**src/rtl/sampler_pkg.sv**
```systemverilog
// Shared types, note-start table and keycode map for the polyphonic sampler voice allocator.
// Optional looping playback is selected elsewhere with the SAMPLER_LOOP_EN macro; LOOP_OFS lives here.
package sampler_pkg;

    typedef enum logic [1:0] {
        IDLE,
        PLAY,
        RELEASE
    } voice_state_t;

    typedef enum logic {
        ACCEPT,
        APPLY
    } event_state_t;

    localparam int NUM_NOTES = 12;

    localparam logic [19:0] NOTE_START [NUM_NOTES] = '{
        20'h008C0, 20'h089C0, 20'h102B0, 20'h183A0,
        20'h20540, 20'h28638, 20'h30750, 20'h388A0,
        20'h409C0, 20'h48B08, 20'h50C58, 20'h58D50
    };

    localparam logic [7:0] KEY_CODES [NUM_NOTES] = '{
        8'd43, 8'd20, 8'd26, 8'd8, 8'd21, 8'd23,
        8'd28, 8'd24, 8'd12, 8'd18, 8'd19, 8'd47
    };

    localparam logic [19:0] LOOP_OFS = 20'h02000;

    typedef struct packed {
        logic        valid;
        logic [19:0] start;
    } note_lookup_t;

    function automatic note_lookup_t lookupNote(input logic [7:0] code);
        note_lookup_t res;
        res = '0;
        for (int i = 0; i < NUM_NOTES; i++) begin
            if (!res.valid && code == KEY_CODES[i]) begin
                res.valid = 1'b1;
                res.start = NOTE_START[i];
            end
        end
        return res;
    endfunction

endpackage

```
**src/rtl/sampler_voice.sv**
```systemverilog
// One playback voice: state, sample address counter, release divider and gain.
// With SAMPLER_LOOP_EN defined a held note wraps to start+LOOP_OFS instead of ending.
module sampler_voice
    import sampler_pkg::*;
#(
    parameter int                ADDR_W   = 20,
    parameter logic [ADDR_W-1:0] NOTE_LEN = 20'h08000,
    parameter int                GAIN_W   = 4,
    parameter int                REL_DIV  = 256
) (
    input  logic               clk_i,
    input  logic               rst_ni,
    input  logic               tick_i,
    input  logic               load_i,
    input  logic [ADDR_W-1:0]  loadAddr_i,
    input  logic [7:0]         loadKey_i,
    input  logic               release_i,
    output voice_state_t       state_o,
    output logic [ADDR_W-1:0]  addr_o,
    output logic [GAIN_W-1:0]  gain_o,
    output logic [7:0]         key_o
);

`ifdef SAMPLER_LOOP_EN
    localparam bit LOOP_EN = 1'b1;
`else
    localparam bit LOOP_EN = 1'b0;
`endif

    localparam int DIV_W = (REL_DIV > 1) ? $clog2(REL_DIV) : 1;

    voice_state_t      state_q, state_d;
    logic [ADDR_W-1:0] addr_q, addr_d;
    logic [ADDR_W-1:0] start_q, start_d;
    logic [GAIN_W-1:0] gain_q, gain_d;
    logic [DIV_W-1:0]  div_q, div_d;
    logic [7:0]        key_q, key_d;

    logic [ADDR_W-1:0] endAddr;
    logic              atEnd;
    logic              divWrap;

    assign endAddr = start_q + NOTE_LEN - ADDR_W'(1);
    assign atEnd   = (addr_q == endAddr);
    assign divWrap = (div_q == DIV_W'(REL_DIV - 1));

    // A load (press or retrigger) overrides any tick or end-of-region on this voice.
    always_comb begin
        state_d = state_q;
        addr_d  = addr_q;
        start_d = start_q;
        gain_d  = gain_q;
        div_d   = div_q;
        key_d   = key_q;
        if (load_i) begin
            state_d = PLAY;
            addr_d  = loadAddr_i;
            start_d = loadAddr_i;
            gain_d  = '1;
            div_d   = '0;
            key_d   = loadKey_i;
        end else begin
            unique case (state_q)
                PLAY: begin
                    if (tick_i) begin
                        if (!atEnd) begin
                            addr_d = addr_q + ADDR_W'(1);
                        end else if (LOOP_EN) begin
                            addr_d = start_q + ADDR_W'(LOOP_OFS);
                        end else begin
                            state_d = IDLE;
                            gain_d  = '0;
                        end
                    end
                    if (release_i && state_d == PLAY) begin
                        state_d = RELEASE;
                        div_d   = '0;
                    end
                end
                RELEASE: begin
                    if (tick_i) begin
                        if (atEnd) begin
                            state_d = IDLE;
                            gain_d  = '0;
                        end else begin
                            addr_d = addr_q + ADDR_W'(1);
                            if (divWrap) begin
                                div_d  = '0;
                                gain_d = gain_q - GAIN_W'(1);
                                if (gain_q == GAIN_W'(1)) begin
                                    state_d = IDLE;
                                end
                            end else begin
                                div_d = div_q + DIV_W'(1);
                            end
                        end
                    end
                end
                default: ;
            endcase
        end
    end

    always_ff @(posedge clk_i or negedge rst_ni) begin
        if (!rst_ni) begin
            state_q <= IDLE;
            addr_q  <= '0;
            start_q <= '0;
            gain_q  <= '0;
            div_q   <= '0;
            key_q   <= '0;
        end else begin
            state_q <= state_d;
            addr_q  <= addr_d;
            start_q <= start_d;
            gain_q  <= gain_d;
            div_q   <= div_d;
            key_q   <= key_d;
        end
    end

    assign state_o = state_q;
    assign addr_o  = addr_q;
    assign gain_o  = gain_q;
    assign key_o   = key_q;

endmodule

```
**src/rtl/sampler_voice_allocator.sv**
```systemverilog
// Polyphonic keymapper: accepts key events, maps them to note addresses and allocates voices.
// Looping playback in the voices is enabled by defining SAMPLER_LOOP_EN.
module sampler_voice_allocator
    import sampler_pkg::*;
#(
    parameter int                NUM_VOICES  = 4,
    parameter int                ADDR_W      = 20,
    parameter logic [ADDR_W-1:0] NOTE_LEN    = 20'h08000,
    parameter int                BANK_W      = 2,
    parameter logic [ADDR_W-1:0] BANK_STRIDE = 20'h60000,
    parameter int                GAIN_W      = 4,
    parameter int                REL_DIV     = 256
) (
    input  logic                         Clk,
    input  logic                         Reset_n,
    input  logic                         key_valid,
    output logic                         key_ready,
    input  logic [7:0]                   key_code,
    input  logic                         key_down,
    input  logic [BANK_W-1:0]            bank_sel,
    input  logic                         sample_tick,
    output logic [NUM_VOICES*ADDR_W-1:0] voice_addr,
    output logic [NUM_VOICES-1:0]        voice_active,
    output logic [NUM_VOICES*GAIN_W-1:0] voice_gain,
    output logic                         invalid_note,
    output logic                         voice_stolen
);

    localparam int IDX_W = $clog2(NUM_VOICES);

    event_state_t      evt_q, evt_d;
    logic [7:0]        keyCode_q, keyCode_d;
    logic              keyDown_q, keyDown_d;
    logic [BANK_W-1:0] bank_q, bank_d;
    logic [IDX_W-1:0]  stealPtr_q, stealPtr_d;
    logic              invalid_q, invalid_d;
    logic              stolen_q, stolen_d;

    voice_state_t      voiceState [NUM_VOICES];
    logic [7:0]        voiceKey   [NUM_VOICES];
    logic [ADDR_W-1:0] voiceAddr  [NUM_VOICES];
    logic [GAIN_W-1:0] voiceGain  [NUM_VOICES];
    logic [NUM_VOICES-1:0] loadVec, relVec;

    note_lookup_t      note;
    logic [ADDR_W-1:0] startAddr;
    logic              hitFound, idleFound, relFound;
    logic [IDX_W-1:0]  hitIdx, idleIdx, relIdx;

    assign note      = lookupNote(keyCode_q);
    assign startAddr = ADDR_W'(note.start) + ADDR_W'(bank_q) * BANK_STRIDE;

    // Retrigger beats a free voice, which beats round-robin stealing.
    always_comb begin
        evt_d      = evt_q;
        keyCode_d  = keyCode_q;
        keyDown_d  = keyDown_q;
        bank_d     = bank_q;
        stealPtr_d = stealPtr_q;
        invalid_d  = 1'b0;
        stolen_d   = 1'b0;
        loadVec    = '0;
        relVec     = '0;
        hitFound   = 1'b0;
        hitIdx     = '0;
        idleFound  = 1'b0;
        idleIdx    = '0;
        relFound   = 1'b0;
        relIdx     = '0;
        for (int i = 0; i < NUM_VOICES; i++) begin
            if (!hitFound && voiceState[i] != IDLE && voiceKey[i] == keyCode_q) begin
                hitFound = 1'b1;
                hitIdx   = IDX_W'(i);
            end
            if (!idleFound && voiceState[i] == IDLE) begin
                idleFound = 1'b1;
                idleIdx   = IDX_W'(i);
            end
            if (!relFound && voiceState[i] == PLAY && voiceKey[i] == keyCode_q) begin
                relFound = 1'b1;
                relIdx   = IDX_W'(i);
            end
        end
        unique case (evt_q)
            ACCEPT: begin
                if (key_valid) begin
                    keyCode_d = key_code;
                    keyDown_d = key_down;
                    bank_d    = bank_sel;
                    evt_d     = APPLY;
                end
            end
            APPLY: begin
                evt_d = ACCEPT;
                if (!note.valid) begin
                    invalid_d = 1'b1;
                end else if (keyDown_q) begin
                    if (hitFound) begin
                        loadVec[hitIdx] = 1'b1;
                    end else if (idleFound) begin
                        loadVec[idleIdx] = 1'b1;
                    end else begin
                        loadVec[stealPtr_q] = 1'b1;
                        stolen_d            = 1'b1;
                        stealPtr_d = (stealPtr_q == IDX_W'(NUM_VOICES - 1)) ? '0 : stealPtr_q + IDX_W'(1);
                    end
                end else if (relFound) begin
                    relVec[relIdx] = 1'b1;
                end
            end
            default: ;
        endcase
    end

    always_ff @(posedge Clk or negedge Reset_n) begin
        if (!Reset_n) begin
            evt_q      <= ACCEPT;
            keyCode_q  <= '0;
            keyDown_q  <= 1'b0;
            bank_q     <= '0;
            stealPtr_q <= '0;
            invalid_q  <= 1'b0;
            stolen_q   <= 1'b0;
        end else begin
            evt_q      <= evt_d;
            keyCode_q  <= keyCode_d;
            keyDown_q  <= keyDown_d;
            bank_q     <= bank_d;
            stealPtr_q <= stealPtr_d;
            invalid_q  <= invalid_d;
            stolen_q   <= stolen_d;
        end
    end

    assign key_ready    = (evt_q == ACCEPT);
    assign invalid_note = invalid_q;
    assign voice_stolen = stolen_q;

    for (genvar g = 0; g < NUM_VOICES; g++) begin : gVoice
        sampler_voice #(
            .ADDR_W  (ADDR_W),
            .NOTE_LEN(NOTE_LEN),
            .GAIN_W  (GAIN_W),
            .REL_DIV (REL_DIV)
        ) uVoice (
            .clk_i     (Clk),
            .rst_ni    (Reset_n),
            .tick_i    (sample_tick),
            .load_i    (loadVec[g]),
            .loadAddr_i(startAddr),
            .loadKey_i (keyCode_q),
            .release_i (relVec[g]),
            .state_o   (voiceState[g]),
            .addr_o    (voiceAddr[g]),
            .gain_o    (voiceGain[g]),
            .key_o     (voiceKey[g])
        );
        assign voice_addr[g*ADDR_W +: ADDR_W] = voiceAddr[g];
        assign voice_gain[g*GAIN_W +: GAIN_W] = voiceGain[g];
        assign voice_active[g]                = (voiceState[g] != IDLE);
    end

endmodule

```
**config.mk**
```make
export PLATFORM = sky130hd
export DESIGN_NAME = sampler_voice_allocator
export DESIGN_NICKNAME = d
export VERILOG_FILES = /design/src/rtl/sampler_pkg.sv /design/src/rtl/sampler_voice.sv /design/src/rtl/sampler_voice_allocator.sv
export SDC_FILE = /design/constraint.sdc
export NUM_CORES = 1
export LEC_CHECK = 0
export ABC_AREA = 1
export BUFFER_PORTS_ARGS = -buffer_cell sky130_fd_sc_hd__buf_2
export CAP_MARGIN = 10
export CORE_UTILIZATION = 62
export CTS_CLUSTER_SIZE = 10
export DETAILED_ROUTE_END_ITERATION = 7
export PLACE_DENSITY = 0.86
export SKIP_LAST_GASP = 1
export SLEW_MARGIN = 40
export SYNTH_ARGS = -nofsm -noshare
export SYNTH_HDL_FRONTEND = slang
export SYNTH_SLANG_ARGS = --single-unit
```
**constraint.sdc**
```tcl
create_clock -name Clk -period 3.1 [get_ports Clk]
set_clock_uncertainty 0.1 [all_clocks]
set_input_delay 0.31 -clock Clk [delete_from_list [all_inputs] [get_ports Clk]]
set_output_delay 0.31 -clock Clk [all_outputs]
set_load 0.01 [all_outputs]
```
# After elaboration in Yosys (flattened, before gate mapping)
# Cells that the tools add are included.
word_totals:
  regBits: 264
  output_inout_bits: 103
  in_bits: 15
  word_cells: 408
op_classes:
  multipliers: 1
  magnitude_cmp: 8
  muxes: 172
  eq_ne: 73
  bitwise: 3
  reduce_logical: 98
  add_sub_neg: 22
ops:
  columns: ["op", "n"]
  rows:
  - ["20-bit 2-to-1 mux", 16]
  - ["21-bit 2-to-1 mux", 12]
  - ["8-bit 2-to-1 mux", 20]
  - ["4-bit 2-to-1 mux", 33]
  - ["2-bit 2-to-1 mux", 47]
  - ["20-bit by 1-bit adder with 20-bit output, second input constant", 4]
  - ["20-bit by 16-bit adder with 20-bit output, second input constant", 4]
  - ["20-bit == test", 4]
  - ["20-bit by 1-bit subtractor with 20-bit output, second input constant", 4]
  - ["8-bit by 5-bit == test with 1-bit output, second input constant", 8]
  - ["8-bit case mux with 2 select lines", 4]
  - ["1-bit logical AND", 36]
  - ["3-bit inequality test, second input constant", 12]
  - ["8-bit by 1-bit adder with 8-bit output, second input constant", 4]
  - ["8-bit == test", 4]
  - ["8-bit == test, second input constant", 4]
  - ["4-bit by 2-bit inequality test with 1-bit output, second input constant", 8]
  - ["4-bit case mux with 2 select lines", 4]
  - ["4-bit AND reduction", 8]
  - ["1-bit 2-to-1 mux", 27]
  - ["5-bit AND reduction", 5]
  - ["3-bit by 2-bit inequality test with 1-bit output, second input constant", 8]
  - ["2-bit nonzero test", 12]
  - ["20-bit adder", 1]
  - ["other kinds (21)", 88]

# Longest topological paths before layout
depth:
  ltp_word: 43
  depth_mapped: 20
  mapped_depth_nobuf: 20

# By module
# From an unflattened synthesis, not the netlist that was laid out.
unflattened:
  hier_cells: 2625
  area_unflattened_um2: 17952.2
modules_own_cells:
  columns: ["mod", "area_per_inst_um2", "cells_each", "seq_area_each_um2", "n_inst"]
  rows:
  - ["sampler_voice", 3998.8, 584, 1551.5, 4]
  - ["sampler_voice_allocator", 1956.9, 289, 400.4, 1]

# Worst setup path before layout
# No wires, ideal clock.
synth_path:
  path_kind: "reg2reg"
  startpoint: "reg gVoice[1].uVoice.start_q[3]"
  endpoint: "reg gVoice[1].uVoice.addr_q[11]"
  required_ns: 2.880
  n_path_buf: 1
  setup_slack_ns: 0.733
  path_stages_with_launch: 19
  setup_ns: 0.120
  arrival_time_ns: 2.147
  synth_period_minus_slack_ns: 2.367
  path_cell_list: "dfrtp_1 inv_1 ha_1 nand2_1 nor2_2 nand2_2 nand2_1 nand2_1 inv_1 nand2_1 nor2_1 nand3_1 nor3b_2 nand2_1 nand3_1 nand2_1 buf_2 o21ai_0 inv_1"
synth_between:
  elab_chain_cells: 5
synth_rtl:
  columns: ["item", "line", "text"]
  rows:
  - ["start, declared", "sampler_voice.sv:34", "logic [ADDR_W-1:0] start_q, start_d;"]
  - ["start signal, assigned", "sampler_voice.sv:115", "start_q <= start_d;"]
  - ["20-bit by 16-bit adder with 20-bit output", "sampler_voice.sv:43", "assign endAddr = start_q + NOTE_LEN - ADDR_W'(1);"]
  - ["20-bit by 1-bit subtractor with 20-bit output", "sampler_voice.sv:43", null]
  - ["20-bit == test", "sampler_voice.sv:44", "assign atEnd = (addr_q == endAddr);"]
  - ["2-bit inequality test (no source line)", null, null]
  - ["3-bit AND reduction (no source line)", null, null]
  - ["end signal, assigned", "sampler_voice.sv:114", "addr_q <= addr_d;"]
  - ["end, declared", "sampler_voice.sv:33", "logic [ADDR_W-1:0] addr_q, addr_d;"]
# Every way passes these cells.
# A chain may end at the register's enable or synchronous reset.

# Worst setup path in the final report
layout_path:
  startpoint: "reg keyCode_q[1]"
  endpoint: "reg gVoice[0].uVoice.addr_q[11]"
layout_between:
  elab_chain_cells: 39
  elab_cells_between_ends: 82
  classes_between: "add/sub (1); order compare (2); eq/ne (17); mux (26); reduce/logical (36)"
layout_rtl:
  columns: ["item", "line", "text"]
  rows:
  - ["start, declared", "sampler_voice_allocator.sv:32", "logic [7:0] keyCode_q, keyCode_d;"]
  - ["start signal, assigned", "sampler_voice_allocator.sv:126", "keyCode_q <= keyCode_d;"]
  - ["branches (longest 39 deep; another with 21-bit 2-to-1 mux)", null, null]
  - ["end signal, assigned", "sampler_voice.sv:114", null]
  - ["end, declared", "sampler_voice.sv:33", null]
# Several ways; the timed one is not identified.

==> impl_metrics.yaml <==
worst_hold_path:
  hold_class: "in2async"
job:
  drv_cap: 0
detailed_routing:
  drcViolationCount: 6
  totalWireLength_um: 48220
  vias: 16644
  dr_wl_met2_um: 22750
  dr_wl_met3_um: 3450
  wl_met1_um: 19940
  vias_per_cell: 5.791
  ant_nets: 0
  wl_per_cell_um: 16.78
  dr.pass1.iters: 8
  top_layer: "met4"
  drtIter0Drc: 1639
final_layout:
  syn2layout_area_growth_pct: 12.18
  final_cell_mix: "nand2_1, inv_1, nand3_1"
  multi_input_area_um2: 9236
  fillers: 2149
  finish.instance_area_um2: 18760
  seq_area_um2: 6016
  nets: 2583
  drive_above_1_share: 0.1193
  final_cells: 2874
  final_core_util: 0.7140
  final_common_cell: "nand2_1"
  diodes: 0
timing:
  post-route-min-period_ns: 2.911
  relSlewSlack: 0.3940
  period_share: 0.9389
  setup_viol: 0
  whs_ns: 0.2684
  setup_ws_ns: 0.1895
  finalHoldViolCount: 0
  fmax_mhz: 343.6
  worst_pin_slew_ns: 0.9051
  drv_slew: 0
synthesis:
  synth_area_um2: 16730
  avgSynthCellArea_um2: 6.993
  synth_cell_types: 56
  yosys_warnings: 0
  synth-edff-count: 0
  synthCells: 2392
  synthFlopType: "dfrtp_1"
  async_flop_share: 1.000
  syn_nets: 2446
  ys_ff_latch: 240
  ys_seq_area_frac: 0.3590
power:
  p_leak_nw: 9.709
  p_per_area_nw_per_um2: 437.5
  ir_drop_mv: 0.3689
critical_path:
  startpoint_type: "flip-flop"
  reg2reg_to: "gVoice[0].uVoice.addr_o[11]"
  worst-setup-path-type: "reg2reg"
  reg2reg_slack_ns: 0.19
  cp.arrival_ns: 3.24
  worstPathRequired_ns: 3.43
  crit_fanout: 32
  reg2regPathDepth: 14
  rr_startpoint: "keyCode_q[1]"
  startpoint: "keyCode_q[1]"
  endpoint_kind: "flip-flop"
place:
  port_buffers: 117
  dp_slack_ns: 0.006197
  routabilityCongestion: 1.078
  dp_hpwl_um: 35090
  place_area_um2: 17700
  place_inst: 2819
clock_tree:
  path_clk_slew_ns: 0.06
  clkSinkCount: 240
  clock_latency_ns: 0.56
  h-tree-depth: 1
  cts-buffers-inserted: 29
  clk_path_buf_depth: 3
  cts_tree: "yes"
  clock-root-buffer: "clkbuf_16"
global_routing:
  grt_usage: 0.3515
  grt_pass1_wl_um: 79250
  grt_max_degree: 88
  grt_pass1_vias: 15871
  grt_overflow: 0
  antenna_found_initial: 0
floorplan:
  num_rows: 59
  die_h_um: 166.3
  ios: 118
  initial_core_util: 0.6365
  core_area_um2: 26280
  dieWidth_um: 166.3
  dieArea_um2: 27640
status:
  status: "finished with violations"
  violations: "design-rule violations"
## cell usage after synthesis, types with 22 or more instances
cell     instances  area (um^2)
buf_2           22        110.1
nand4_1         66        412.9
o21ai_0        141        705.7
nor3_1          43        215.2
xor2_1         100        875.8
ha_1            38        475.5
o21ai_1         29        145.1
inv_1          297         1115
nand3_1        242         1211
nand2_1        679         2549
xnor2_1         49        429.2
nor2_1         211        792.0
dfrtp_1        240         6006
## critical path, cell delays in order, from the launching register on
cell and delay, ns:
dfrtp_2 0.49, inv_4 0.10, nand2_2 0.10, nor2_1 0.04, nand2_1 0.10, nand2_2 0.09
nor2_2 0.13, nand4_1 0.09, nor2_1 0.18, nand4_4 0.26, nand3_2 0.36, buf_12 0.23
nand2_2 0.17, inv_2 0.19, a22oi_1 0.11
## report_power, final
group | internal, mW | switching (mW)
registers | 3.32 | 0.278
logic | 0.561 | 0.988
clock network | 1.74 | 1.32
## flip-flops by register name, summed over array words and instances (netlist names)
signal,flops
gVoice.uVoice.gain_o,16
evt_q,1
stealPtr_q,2
gVoice.uVoice.addr_o,80
gVoice.uVoice.start_q,56
gVoice.uVoice.div_q,32
voice_stolen,1
invalid_note,1
bank_q,2
gVoice.uVoice.key_o,32
keyCode_q,8
gVoice.uVoice.state_o,8
keyDown_q,1
## how the worst max path moves through the flow
stage / slack, ns / endpoint
6_report: 0.19 / gVoice[0].uVoice.addr_o[11]
5_1_grt: -0.03 / gVoice[1].uVoice.div_q[7]
4_1_cts: 0.02 / gVoice[2].uVoice.addr_o[19]
3_5_place_dp: 0.006 / gVoice[0].uVoice.addr_o[13]
3_3_place_gp: 0.06 / gVoice[0].uVoice.addr_o[6]
2_1_floorplan: 0.73 / gVoice[1].uVoice.addr_o[11]
## final cells by class
class / instances / share of cell area
multi-input cells: 1770 / 0.4922
flip-flops and latches: 240 / 0.3206
inverters: 324 / 0.06588
repair buffers: 164 / 0.05581
clock buffers: 37 / 0.04188
well taps: 335 / 0.02234
clock inverters: 4 / 0.001267
## per-layer routing
layer | up-vias | global-route usage
met5 | - | 0
met2 | 708 | 0.5876
met3 | 152 | 0.04433
met4 | 0 | 0.1469
met1 | 7829 | 0.4627
li1 | 7955 | -
## what timing repair did
action,4_1_cts,5_1_grt
hold buffers,13,0
endpoints found under the setup margin,1,153
gates resized for setup,1,34
endpoints found under the hold margin,93,0
buffers inserted,0,1
cloned,0,0
## cell families (layout without fill, tap and decap cells)
kind of cell               after synthesis  count (layout)  synth area share
and+or+nand+nor                       1335            1335            0.3556
buffers and inverters                  382             529           0.09440
AOI/OAI and AO/OA                      246             246           0.08198
DFF                                    240             240            0.3590
xor gates and xnor gates               150             150           0.07936
adders and majority gates               39              39           0.02962
## metrics by stage
step	total power [mW]	TNS (ns)
detailed placement	5.132	0
CTS	8.190	0
floorplan	4.613	0
global route	8.536	-0.1424
finish	8.209	0
global placement	5.110	0
No activity file was read; power rests on OpenSTA's default activity.
